### src/rtl/uart_rx_frame_parser_if.sv
// rtl/uart_rx_frame_parser_if.sv - held-frame handshake and payload readout bundle
interface uart_rx_frame_parser_if #(
  parameter int MAX_PAYLOAD = 16
);

  localparam int ADDR_W = $clog2(MAX_PAYLOAD);
  localparam int LEN_W  = $clog2(MAX_PAYLOAD + 1);

  logic              frame_valid;
  logic              frame_ready;
  logic [LEN_W-1:0]  frame_len;
  logic [ADDR_W-1:0] rd_addr;
  logic [7:0]        rd_data;

  // Parser side: offers the frame and serves reads.
  modport master (
    output frame_valid,
    output frame_len,
    output rd_data,
    input  frame_ready,
    input  rd_addr
  );

  // Command decoder side: accepts the frame and indexes the payload.
  modport slave (
    input  frame_valid,
    input  frame_len,
    input  rd_data,
    output frame_ready,
    output rd_addr
  );

endinterface

### src/rtl/uart_rx_frame_parser.sv
// rtl/uart_rx_frame_parser.sv - SYNC/LEN/payload/CHK frame parser behind a UART receiver; optional stats via UART_FRAME_STATS_EN
module uart_rx_frame_parser #(
  parameter int         MAX_PAYLOAD  = 16,
  parameter logic [7:0] SYNC_BYTE    = 8'hA5,
  parameter int         TIMEOUT_CLKS = 8680
) (
  input  logic                          i_Clock,
  input  logic                          i_Rst,
  input  logic                          i_RX_Done,
  input  logic [7:0]                    i_RX_Byte,
  uart_rx_frame_parser_if.master        frame_if,
  output logic                          o_Len_Err,
  output logic                          o_Chk_Err,
  output logic                          o_Timeout_Err,
  output logic                          o_Overrun_Err
`ifdef UART_FRAME_STATS_EN
  ,
  output logic [15:0]                   o_Frame_Count,
  output logic [15:0]                   o_Err_Count
`endif
);

  localparam int ADDR_W = $clog2(MAX_PAYLOAD);
  localparam int LEN_W  = $clog2(MAX_PAYLOAD + 1);
  localparam int TO_W   = $clog2(TIMEOUT_CLKS);
  localparam logic [TO_W-1:0] TO_LIMIT = TO_W'(TIMEOUT_CLKS - 1);

  typedef enum logic [2:0] {
    IDLE,
    GET_LEN,
    GET_DATA,
    GET_CHK,
    HOLD
  } state_t;

  state_t            state;
  logic [LEN_W-1:0]  len;
  logic [7:0]        sum;
  logic [ADDR_W-1:0] idx;
  logic [TO_W-1:0]   to_cnt;
  logic              frame_valid;
  logic [LEN_W-1:0]  frame_len;

  // Sized to the full address range so any rd_addr indexes a real entry.
  logic [7:0] payload_mem [0:(2**ADDR_W)-1];

  logic       in_frame;
  logic       to_hit;
  logic       len_bad;
  logic       last_data;
  logic [7:0] chk_sum;

  // A byte arriving on the limit cycle suppresses the timeout.
  assign in_frame  = (state == GET_LEN) || (state == GET_DATA) || (state == GET_CHK);
  assign to_hit    = in_frame && !i_RX_Done && (to_cnt == TO_LIMIT);
  assign len_bad   = (i_RX_Byte == 8'h00) || (i_RX_Byte > 8'(MAX_PAYLOAD));
  assign last_data = (LEN_W'(idx) == (len - LEN_W'(1)));
  assign chk_sum   = sum + i_RX_Byte;

  assign frame_if.frame_valid = frame_valid;
  assign frame_if.frame_len   = frame_len;
  assign frame_if.rd_data     = payload_mem[frame_if.rd_addr];

  // Frame state machine, checksum accumulator, inter-byte timer and error pulses.
  always_ff @(posedge i_Clock) begin
    if (i_Rst) begin
      state         <= IDLE;
      len           <= '0;
      sum           <= '0;
      idx           <= '0;
      to_cnt        <= '0;
      frame_valid   <= 1'b0;
      frame_len     <= '0;
      o_Len_Err     <= 1'b0;
      o_Chk_Err     <= 1'b0;
      o_Timeout_Err <= 1'b0;
      o_Overrun_Err <= 1'b0;
    end else begin
      o_Len_Err     <= 1'b0;
      o_Chk_Err     <= 1'b0;
      o_Timeout_Err <= 1'b0;
      o_Overrun_Err <= 1'b0;

      // Timer only advances while waiting for the next byte of a frame.
      if (in_frame && !i_RX_Done && !to_hit) begin
        to_cnt <= to_cnt + TO_W'(1);
      end else begin
        to_cnt <= '0;
      end

      case (state)
        IDLE: begin
          if (i_RX_Done && (i_RX_Byte == SYNC_BYTE)) begin
            state <= GET_LEN;
          end
        end

        GET_LEN: begin
          if (i_RX_Done) begin
            if (len_bad) begin
              o_Len_Err <= 1'b1;
              state     <= IDLE;
            end else begin
              len   <= i_RX_Byte[LEN_W-1:0];
              sum   <= i_RX_Byte;
              idx   <= '0;
              state <= GET_DATA;
            end
          end else if (to_hit) begin
            o_Timeout_Err <= 1'b1;
            state         <= IDLE;
          end
        end

        GET_DATA: begin
          if (i_RX_Done) begin
            sum <= chk_sum;
            idx <= idx + ADDR_W'(1);
            if (last_data) begin
              state <= GET_CHK;
            end
          end else if (to_hit) begin
            o_Timeout_Err <= 1'b1;
            state         <= IDLE;
          end
        end

        GET_CHK: begin
          if (i_RX_Done) begin
            if (chk_sum == 8'h00) begin
              frame_len   <= len;
              frame_valid <= 1'b1;
              state       <= HOLD;
            end else begin
              o_Chk_Err <= 1'b1;
              state     <= IDLE;
            end
          end else if (to_hit) begin
            o_Timeout_Err <= 1'b1;
            state         <= IDLE;
          end
        end

        HOLD: begin
          if (i_RX_Done) begin
            o_Overrun_Err <= 1'b1;
          end
          if (frame_valid && frame_if.frame_ready) begin
            frame_valid <= 1'b0;
            state       <= IDLE;
          end
        end

        default: begin
          state <= IDLE;
        end
      endcase
    end
  end

  // Payload storage; written only while collecting data so HOLD keeps it frozen.
  always_ff @(posedge i_Clock) begin
    if (!i_Rst && (state == GET_DATA) && i_RX_Done) begin
      payload_mem[idx] <= i_RX_Byte;
    end
  end

`ifdef UART_FRAME_STATS_EN
  logic xfer;
  logic err_pulse;

  assign xfer      = (state == HOLD) && frame_valid && frame_if.frame_ready;
  assign err_pulse = o_Len_Err || o_Chk_Err || o_Timeout_Err;

  // Wrapping transfer count and saturating framing-error count.
  always_ff @(posedge i_Clock) begin
    if (i_Rst) begin
      o_Frame_Count <= '0;
      o_Err_Count   <= '0;
    end else begin
      if (xfer) begin
        o_Frame_Count <= o_Frame_Count + 16'd1;
      end
      if (err_pulse && (o_Err_Count != 16'hFFFF)) begin
        o_Err_Count <= o_Err_Count + 16'd1;
      end
    end
  end
`endif

endmodule
### src/flat_wrapper.sv
// flat-port wrapper written by rule: the top's interface ports become plain ports
module uart_rx_frame_parser_flat 
#(
  parameter int         MAX_PAYLOAD  = 16,
  parameter logic [7:0] SYNC_BYTE    = 8'hA5,
  parameter int         TIMEOUT_CLKS = 8680
)
  (i_Clock, i_Rst, i_RX_Done, i_RX_Byte, o_Len_Err, o_Chk_Err, o_Timeout_Err, o_Overrun_Err, frame_if_frame_valid, frame_if_frame_len, frame_if_rd_data, frame_if_frame_ready, frame_if_rd_addr);
  uart_rx_frame_parser_if #(.MAX_PAYLOAD(MAX_PAYLOAD)) frame_if_i ();
  input  logic i_Clock;
  input  logic i_Rst;
  input  logic i_RX_Done;
  input  logic [7:0] i_RX_Byte;
  output logic o_Len_Err;
  output logic o_Chk_Err;
  output logic o_Timeout_Err;
  output logic o_Overrun_Err;
  output wire logic [$bits(frame_if_i.frame_valid)-1:0] frame_if_frame_valid;
  output wire logic [$bits(frame_if_i.frame_len)-1:0] frame_if_frame_len;
  output wire logic [$bits(frame_if_i.rd_data)-1:0] frame_if_rd_data;
  input wire logic [$bits(frame_if_i.frame_ready)-1:0] frame_if_frame_ready;
  input wire logic [$bits(frame_if_i.rd_addr)-1:0] frame_if_rd_addr;
  assign frame_if_frame_valid = frame_if_i.frame_valid;
  assign frame_if_frame_len = frame_if_i.frame_len;
  assign frame_if_rd_data = frame_if_i.rd_data;
  assign frame_if_i.frame_ready = frame_if_frame_ready;
  assign frame_if_i.rd_addr = frame_if_rd_addr;
  uart_rx_frame_parser #(.MAX_PAYLOAD(MAX_PAYLOAD), .SYNC_BYTE(SYNC_BYTE), .TIMEOUT_CLKS(TIMEOUT_CLKS)) u_core (.i_Clock(i_Clock), .i_Rst(i_Rst), .i_RX_Done(i_RX_Done), .i_RX_Byte(i_RX_Byte), .frame_if(frame_if_i), .o_Len_Err(o_Len_Err), .o_Chk_Err(o_Chk_Err), .o_Timeout_Err(o_Timeout_Err), .o_Overrun_Err(o_Overrun_Err));
endmodule
### config.mk
export PLATFORM = sky130hd
export DESIGN_NAME = uart_rx_frame_parser_flat
export DESIGN_NICKNAME = d
export VERILOG_FILES = /design/src/rtl/uart_rx_frame_parser_if.sv /design/src/rtl/uart_rx_frame_parser.sv /design/src/flat_wrapper.sv
export SDC_FILE = /design/constraint.sdc
export NUM_CORES = 1
export LEC_CHECK = 0
export CORE_UTILIZATION = 25
export DETAILED_ROUTE_END_ITERATION = 10
export GPL_TIMING_DRIVEN = 0
export PLACE_DENSITY = 0.39
export SLEW_MARGIN = 25
export SYNTH_ARGS = -nofsm -noshare
export SYNTH_HDL_FRONTEND = slang
export SYNTH_SLANG_ARGS = --single-unit
### constraint.sdc
create_clock -name i_Clock -period 3.7 [get_ports i_Clock]
set_input_delay 0.74 -clock i_Clock [delete_from_list [all_inputs] [get_ports i_Clock]]
set_output_delay 0.74 -clock i_Clock [all_outputs]
set_load 0.05 [all_outputs]
==> metrics.log, run 1 <==
INFO  metric run_status = finished clean
INFO  metric drt_iter0_markers = 248
INFO  metric critPathArrivalTime = 2.86 ns
INFO  metric synth.distinct_cells = 56
INFO  metric power_leakage = 2.79 nW
INFO  metric r2r-end = u_core.payload_mem[6][6]
INFO  metric fraction_of_final_layout_cells_with_drive_strength_greater_than_1 = 0.182
INFO  metric finalMaxSlewViolations = 0
INFO  metric timing.hold.worst.class = register to register
INFO  metric floorplan.initialDensity = 0.255
INFO  metric critical_path_required_time = 2.96 ns
INFO  metric min_period = 3.60 ns
INFO  metric detail_route.drc_violations = 0
INFO  metric critical_path.startpoint_type = primary input
INFO  metric globalplace.congestion = 0.730
INFO  metric portBuffers = 30
INFO  metric residual_overflow_from_global_routing = 0
INFO  metric yosysMostFrequentCell = edfxtp_1
INFO  metric synth_top_area_share = 0.525
INFO  metric synth-edff-count = 128
INFO  metric synth.largest_area_cell = edfxtp_1
INFO  metric die-area = 30000 um^2
INFO  metric hold_path.startpoint = u_core.to_cnt[0]
INFO  metric end_kind = output port
INFO  metric hold_viol_final = 0
INFO  metric reg2reg_setup_slack = 1.11 ns
INFO  metric placeableCoreArea = 28800 um^2
INFO  metric setup_violations = 0
INFO  metric cap_violations = 0
INFO  metric worst_skew_pair.late_latency = 0.43 ns
INFO  metric critical_path.max_fanout = 10
INFO  metric mappedNetlistArea = 7330 um^2
INFO  metric fmaxAchievable = 278 MHz
INFO  metric routed_via_density = 4.52
INFO  metric die_w = 173 um
INFO  metric final_standard_cell_utilization_of_the_core = 0.304
INFO  metric clkTransAtPathRegs = 0.07 ns
INFO  metric holdBufCountCts = 0
INFO  metric drt_first_pass_iters = 6
INFO  metric boundaryPins = 34
INFO  metric numClockSinks = 172
INFO  metric cts_setup_buffers = 0
INFO  metric r2r.worst_path.cells = 5
INFO  metric fin_crit_sh = 0.974
INFO  metric die_y = 173 um
INFO  metric grt_pass1_wl = 27100 um
INFO  metric clock_tree_from_tritoncts = yes
INFO  metric clockBufferDepth = 2
INFO  metric ant_nets = 0
INFO  metric antenna_diode_count = 0
INFO  metric hold_depth = 1
INFO  metric num_rows = 62
INFO  metric clock-skew-final = 0.0126 ns
INFO  metric htree_num_levels = 4
INFO  metric drt-wirelength-per-cell = 18.7 um
INFO  metric pin_count_of_the_biggest_net_entering_global_routing = 23
INFO  metric first_global_vias = 4418
INFO  metric synth_register_bits = 172
INFO  metric seq_area_frac_synth = 0.645
INFO  metric grt_setup_unrepaired = false
INFO  metric pwr_density_cell = 468 nW/um^2
INFO  metric synthArstFlopShare = 0
INFO  metric total_power = 4.09 mW
INFO  metric design.final.nets = 566
INFO  metric overall_global_routing_resource_usage = 0.123
INFO  metric final.fill_count = 2861
INFO  metric postSynthNetCount = 517
INFO  metric flow.area_growth_from_synthesis = 19.3%
INFO  metric holdPathEnd = u_core.to_cnt[0]
INFO  metric synth_warnings = 0
INFO  metric synth_area_leaders = edfxtp_1 (52%), mux4_2 (12%), dfxtp_1 (12%)
INFO  metric max_slew_margin = 0.330
INFO  metric place.detailed.hpwl = 11600 um
INFO  metric clk_root_buffer_cell = clkbuf_16
INFO  metric setup_tns = 0 ns
INFO  metric ys.flop_type = edfxtp_1
INFO  metric synth.avg_cell_area = 15.0 um^2
INFO  metric antenna_violations_before_repair = 0
INFO  metric worst_slew_pin_slew = 1.00 ns
INFO  metric synth_commonest_cells = edfxtp_1 (128), nor2_1 (54), dfxtp_1 (44)
INFO  metric worst_ir_drop_on_vdd = 274 uV
INFO  metric finalWirelength = 17500 um
INFO  metric path_class = primary input to output port
INFO  metric routed-via-count = 4220
INFO  metric r2r_start = u_core.state[2]
INFO  metric netlist_instances = 487
INFO  metric tritoncts.num_buffers = 17
-- cells by family after synthesis --
| group | after synthesis | share of synthesized area |
|---|---|---|
| buffers and inverters | 23 | 0.0149 |
| XOR/XNOR | 23 | 0.0275 |
| flip-flops | 172 | 0.645 |
| adder cells (fa/ha/maj) | 14 | 0.0249 |
| AO/OA/AOI/OAI | 52 | 0.0497 |
| multiplexers | 50 | 0.137 |
| AND/OR/NAND/NOR | 153 | 0.102 |
-- placed cells by master, fill, tap and decap left out, drive strengths merged, types with 2 or more instances in the layout --
cell type and n:
nand2 32, nand2b 5, or2 5, o21bai 2
a211oi 3, bufinv 2, nor2b 4, nor4b 3
a21o 2, nor3b 3, ha 13, xnor2 11
a31oi 2, mux2i 9, clkdlybuf4s50 18, nand3 21
buf 10, xor2 12, dfxtp 44, dlygate4sd2 9
mux4 40, and3b 2, o21ai 14, edfxtp 128
o211ai 4, clkbuf 27, and3 2, nor2 55
inv 9, nor4 2, nor3 12, a21oi 12
clkinv 6, a311oi 7, nand4 2
-- flip-flops by register name (all words and copies together) (netlist names) --
register,count
u_core.o_Chk_Err,1
u_core.state,3
u_core.sum,8
u_core.frame_if.frame_len,5
u_core.o_Overrun_Err,1
u_core.o_Len_Err,1
u_core.to_cnt,14
u_core.len,5
u_core.idx,4
u_core.payload_mem,128
u_core.o_Timeout_Err,1
u_core.frame_if.frame_valid,1
-- power breakdown --
part,internal (mW),switching [mW]
logic,0.0801,0.135
clock network,1.01,0.798
registers,2.07,0.0000450
-- worst max-delay path, cell delays in order --
cell	delay, ns
buf_2	0.17
buf_2	0.39
mux4_2	0.62
mux4_2	0.49
dlygate4sd2_1	0.44
-- metal layers --
layer | vias up | global-route usage | routed length (um)
met5 | - | 0 | 0
met2 | 80 | 0.205 | 8590
met1 | 2147 | 0.159 | 8150
li1 | 1981 | - | -
met4 | 0 | 0.0395 | 154
met3 | 12 | 0.0270 | 582
-- how the worst max path moves through the flow --
stage	from	endpoint	cells past startpoint
after floorplan	frame_if_rd_addr[0]	frame_if_rd_data[0]	4
after global placement	frame_if_rd_addr[1]	frame_if_rd_data[2]	5
after detailed placement	frame_if_rd_addr[1]	frame_if_rd_data[2]	5
after CTS	frame_if_rd_addr[0]	frame_if_rd_data[2]	5
after global routing	frame_if_rd_addr[0]	frame_if_rd_data[1]	5
final	frame_if_rd_addr[0]	frame_if_rd_data[1]	5
-- per-stage QoR --
step           instance area [um^2]  setup slack [ns]  cells  hold slack [ns]
3_5_place_dp                   8130            -0.738    901            0.444
3_3_place_gp                   8110            -0.744    901            0.437
5_1_grt                        8740          0.000287    933            0.485
4_1_cts                        8740            0.0166    933            0.454
6_report                       8740            0.0969    933            0.453
2_1_floorplan                  7330             0.635    487            0.418
-- final cells by class --
cell class                 instances  area (um^2)  share of cell area
multi-input combinational        292         2520               0.288
buffer                            19          126              0.0145
timing repair buffer              30          288              0.0329
sequential                       172         4720               0.541
clock inverter                    14          159              0.0182
clock buffer                      18          429              0.0491
tap                              384          480              0.0550
inverter                           4         15.0             0.00172
-- what timing repair did --
item | 4_1_cts | 5_1_grt
gates resized for setup | 21 | 2
pin swaps | 0 | 0
endpoints found under the setup margin | 15 | 9
(Power assumes the default switching activity.)
==> inputs of run 2 (changes only) <==
--- a/config.mk
+++ b/config.mk
@@ -9,6 +9,7 @@
 export DETAILED_ROUTE_END_ITERATION = 10
 export GPL_TIMING_DRIVEN = 0
 export PLACE_DENSITY = 0.39
+export REMOVE_ABC_BUFFERS = 1
 export SLEW_MARGIN = 25
 export SYNTH_ARGS = -nofsm -noshare
 export SYNTH_HDL_FRONTEND = slang
==> metrics.log, run 2 (same netlist as run 1, synthesis figures left out) <==
INFO  metric clockBufferDepth = 2 (unchanged)
INFO  metric total_power = 4.03 mW (was 4.09 mW)
INFO  metric worst_skew_pair.late_latency = 0.43 ns (about the same)
INFO  metric placeableCoreArea = 28800 um^2 (unchanged)
INFO  metric portBuffers = 33 (was 30)
INFO  metric pwr_density_cell = 464 nW/um^2 (was 468 nW/um^2)
INFO  metric largest-register = u_core.payload_mem (unchanged)
INFO  metric htree_num_levels = 4 (unchanged)
INFO  metric antenna_violations_before_repair = 0 (unchanged)
INFO  metric cap_violations = 0 (unchanged)
INFO  metric path_class = primary input to output port (unchanged)
INFO  metric grt_pass1_wl = 26800 um (was 27100 um)
INFO  metric sequential_cell_area = 4720 um^2 (unchanged)
INFO  metric worstPathCellList = buf_4 -> buf_16 -> mux4_2 -> mux4_2 -> dlygate4sd2_1 (was buf_2 -> buf_2 -> mux4_2 -> mux4_2 -> dlygate4sd2_1)
INFO  metric clk_root_buffer_cell = clkbuf_16 (unchanged)
INFO  metric worst_ir_drop_on_vdd = 239 uV (was 274 uV)
INFO  metric critical_path.startpoint_type = primary input (unchanged)
INFO  metric hold_path.startpoint = u_core.to_cnt[0] (unchanged)
INFO  metric largest_reg_flops = 128 (unchanged)
INFO  metric tritoncts.num_buffers = 17 (unchanged)
INFO  metric final-instance-count-excl-fill = 920 (was 933)
INFO  metric num_rows = 62 (unchanged)
INFO  metric grt_setup_unrepaired = false (unchanged)
INFO  metric max_slew_margin = 0.385 (was 0.330)
INFO  metric routed-via-count = 4170 (was 4220)
INFO  metric path_common_cell = mux4_2
INFO  metric fraction_of_final_layout_cells_with_drive_strength_greater_than_1 = 0.183 (was 0.182)
INFO  metric critical_path.max_stage_delay = 0.59 ns (was 0.62 ns)
INFO  metric clock-skew-final = 0.0142 ns (was 0.0126 ns)
INFO  metric numClockSinks = 172 (unchanged)
INFO  metric end_kind = output port (unchanged)
INFO  metric globalplace.congestion = 0.757 (was 0.730)
INFO  metric critical_path.max_fanout = 26 (was 10)
INFO  metric ant_nets = 0 (unchanged)
INFO  metric routed_via_density = 4.53 (was 4.52)
INFO  metric fmaxAchievable = 285 MHz (was 278 MHz)
INFO  metric setup_violations = 0 (unchanged)
INFO  metric crit_path_top_delay_cell = mux4_2 (unchanged)
INFO  metric min_period = 3.51 ns (was 3.60 ns)
INFO  metric dpl-instance-area = 8120 um^2 (was 8130 um^2)
INFO  metric finalWirelength = 17500 um (about the same)
INFO  metric drt_first_pass_iters = 4 (was 6)
INFO  metric flow.area_growth_from_synthesis = 18.3% (was 19.3%)
INFO  metric critical_path_required_time = 2.96 ns (about the same)
INFO  metric run_status = finished clean (unchanged)
INFO  metric worst_slew_pin_slew = 0.920 ns (was 1.00 ns)
INFO  metric timing.critical_path.buf_inv = 3 (unchanged)
INFO  metric place_inst = 888 (was 901)
INFO  metric fin_crit_sh = 0.947 (was 0.974)
INFO  metric most-common-layout-cells = edfxtp_1 (128), nor2_1 (53), dfxtp_1 (44), mux4_2 (40), nand2_1 (32) (unchanged)
INFO  metric final.fill_count = 2877 (was 2861)
INFO  metric critPathArrivalTime = 2.77 ns (was 2.86 ns)
INFO  metric r2r_start = u_core.sum[0] (was u_core.state[2])
INFO  metric clock_tree_from_tritoncts = yes (unchanged)
INFO  metric die_w = 173 um (unchanged)
INFO  metric cts_setup_buffers = 0 (unchanged)
INFO  metric first_global_vias = 4313 (was 4418)
INFO  metric place.detailed.hpwl = 11400 um (was 11600 um)
INFO  metric floorplan.initialDensity = 0.255 (unchanged)
INFO  metric antenna_diode_count = 0 (unchanged)
INFO  metric residual_overflow_from_global_routing = 0 (unchanged)
INFO  metric final_standard_cell_utilization_of_the_core = 0.301 (was 0.304)
INFO  metric critical_path_source = frame_if_rd_addr[0] (unchanged)
INFO  metric drt-wirelength-per-cell = 19.0 um (was 18.7 um)
INFO  metric pin_count_of_the_biggest_net_entering_global_routing = 30 (was 23)
INFO  metric setup_tns = 0 ns (unchanged)
INFO  metric die-area = 30000 um^2 (unchanged)
INFO  metric multi_input_comb_area = 2520 um^2 (unchanged)
INFO  metric final_area = 8670 um^2 (was 8740 um^2)
INFO  metric hold_viol_final = 0 (unchanged)
INFO  metric die_y = 173 um (unchanged)
INFO  metric design.final.nets = 553 (was 566)
INFO  metric overall_global_routing_resource_usage = 0.122 (was 0.123)
INFO  metric largest_registers = u_core.payload_mem: 128 flops, u_core.to_cnt: 14 flops, u_core.sum: 8 flops (unchanged)
INFO  metric boundaryPins = 34 (unchanged)
INFO  metric clkTransAtPathRegs = 0.07 ns (about the same)
INFO  metric drt_iter0_markers = 248 (unchanged)
INFO  metric family_with_the_most_delay_on_the_worst_path = multiplexers (unchanged)
INFO  metric timing.hold.worst.class = register to register (unchanged)
INFO  metric final_common_cell = edfxtp_1 (unchanged)
INFO  metric detail_route.drc_violations = 0 (unchanged)
INFO  metric power_leakage = 2.74 nW (was 2.79 nW)
INFO  metric finalMaxSlewViolations = 0 (unchanged)
## run 2: cell count changes in the layout (fill, tap and decap cells not counted), moves of 2 or more
cell | previous run | this run
buf_1 | 3 | 0
buf_16 | 0 | 2
buf_2 | 5 | 3
buf_4 | 1 | 3
bufinv_16 | 2 | 0
clkbuf_1 | 6 | 1
clkbuf_8 | 3 | 0
clkinv_2 | 2 | 0
clkinvlp_4 | 0 | 3
inv_6 | 4 | 2
inv_8 | 1 | 5
## run 2: path summary, 6_finish.rpt
path	slack (ns)	endpoint	cells past startpoint
setup reg to reg	1.05	u_core.frame_if.frame_len[0]	8
hold / removal	0.46	u_core.to_cnt[0]	1
hold reg to reg	0.46	u_core.to_cnt[0]	1
setup / recovery	0.19	frame_if_rd_data[1]	5
## run 2: stage by stage
stage / hold slack (ns) / setup slack [ns]
global route: 0.490 / 0.0216
finish: 0.462 / 0.195
floorplan: 0.418 / 1.05
global placement: 0.433 / -2.12
detailed placement: 0.446 / -0.706
CTS: 0.463 / 0.0103
## run 2: report_power, final
| part | internal (mW) | leakage (nW) | switching [mW] |
|---|---|---|---|
| logic | 0.0803 | 0.960 | 0.136 |
| clock network | 0.900 | 0.272 | 0.845 |
| registers | 2.07 | 1.50 | 0.0000438 |
| total | 3.05 | 2.74 | 0.981 |
## run 2: cell type report
class                      instances  share of cell area
tap                              384              0.0554
clock buffer                      18              0.0495
sequential                       172               0.545
multi-input combinational        292               0.290
clock inverter                    14              0.0169
timing repair buffer              36              0.0413
inverter                           4             0.00173
## run 2: repair_timing
action,CTS,global route
setup endpoints to repair,16,1
hold buffers,0,0
resized for setup,10,2
## run 2: metal layers
metal,GRT usage,wire length (um),up-vias
met1,0.165,8320,2127
li1,-,-,1957
met3,0.0252,659,9
met5,0,0,-
met4,0.0343,165,0
met2,0.198,8350,77
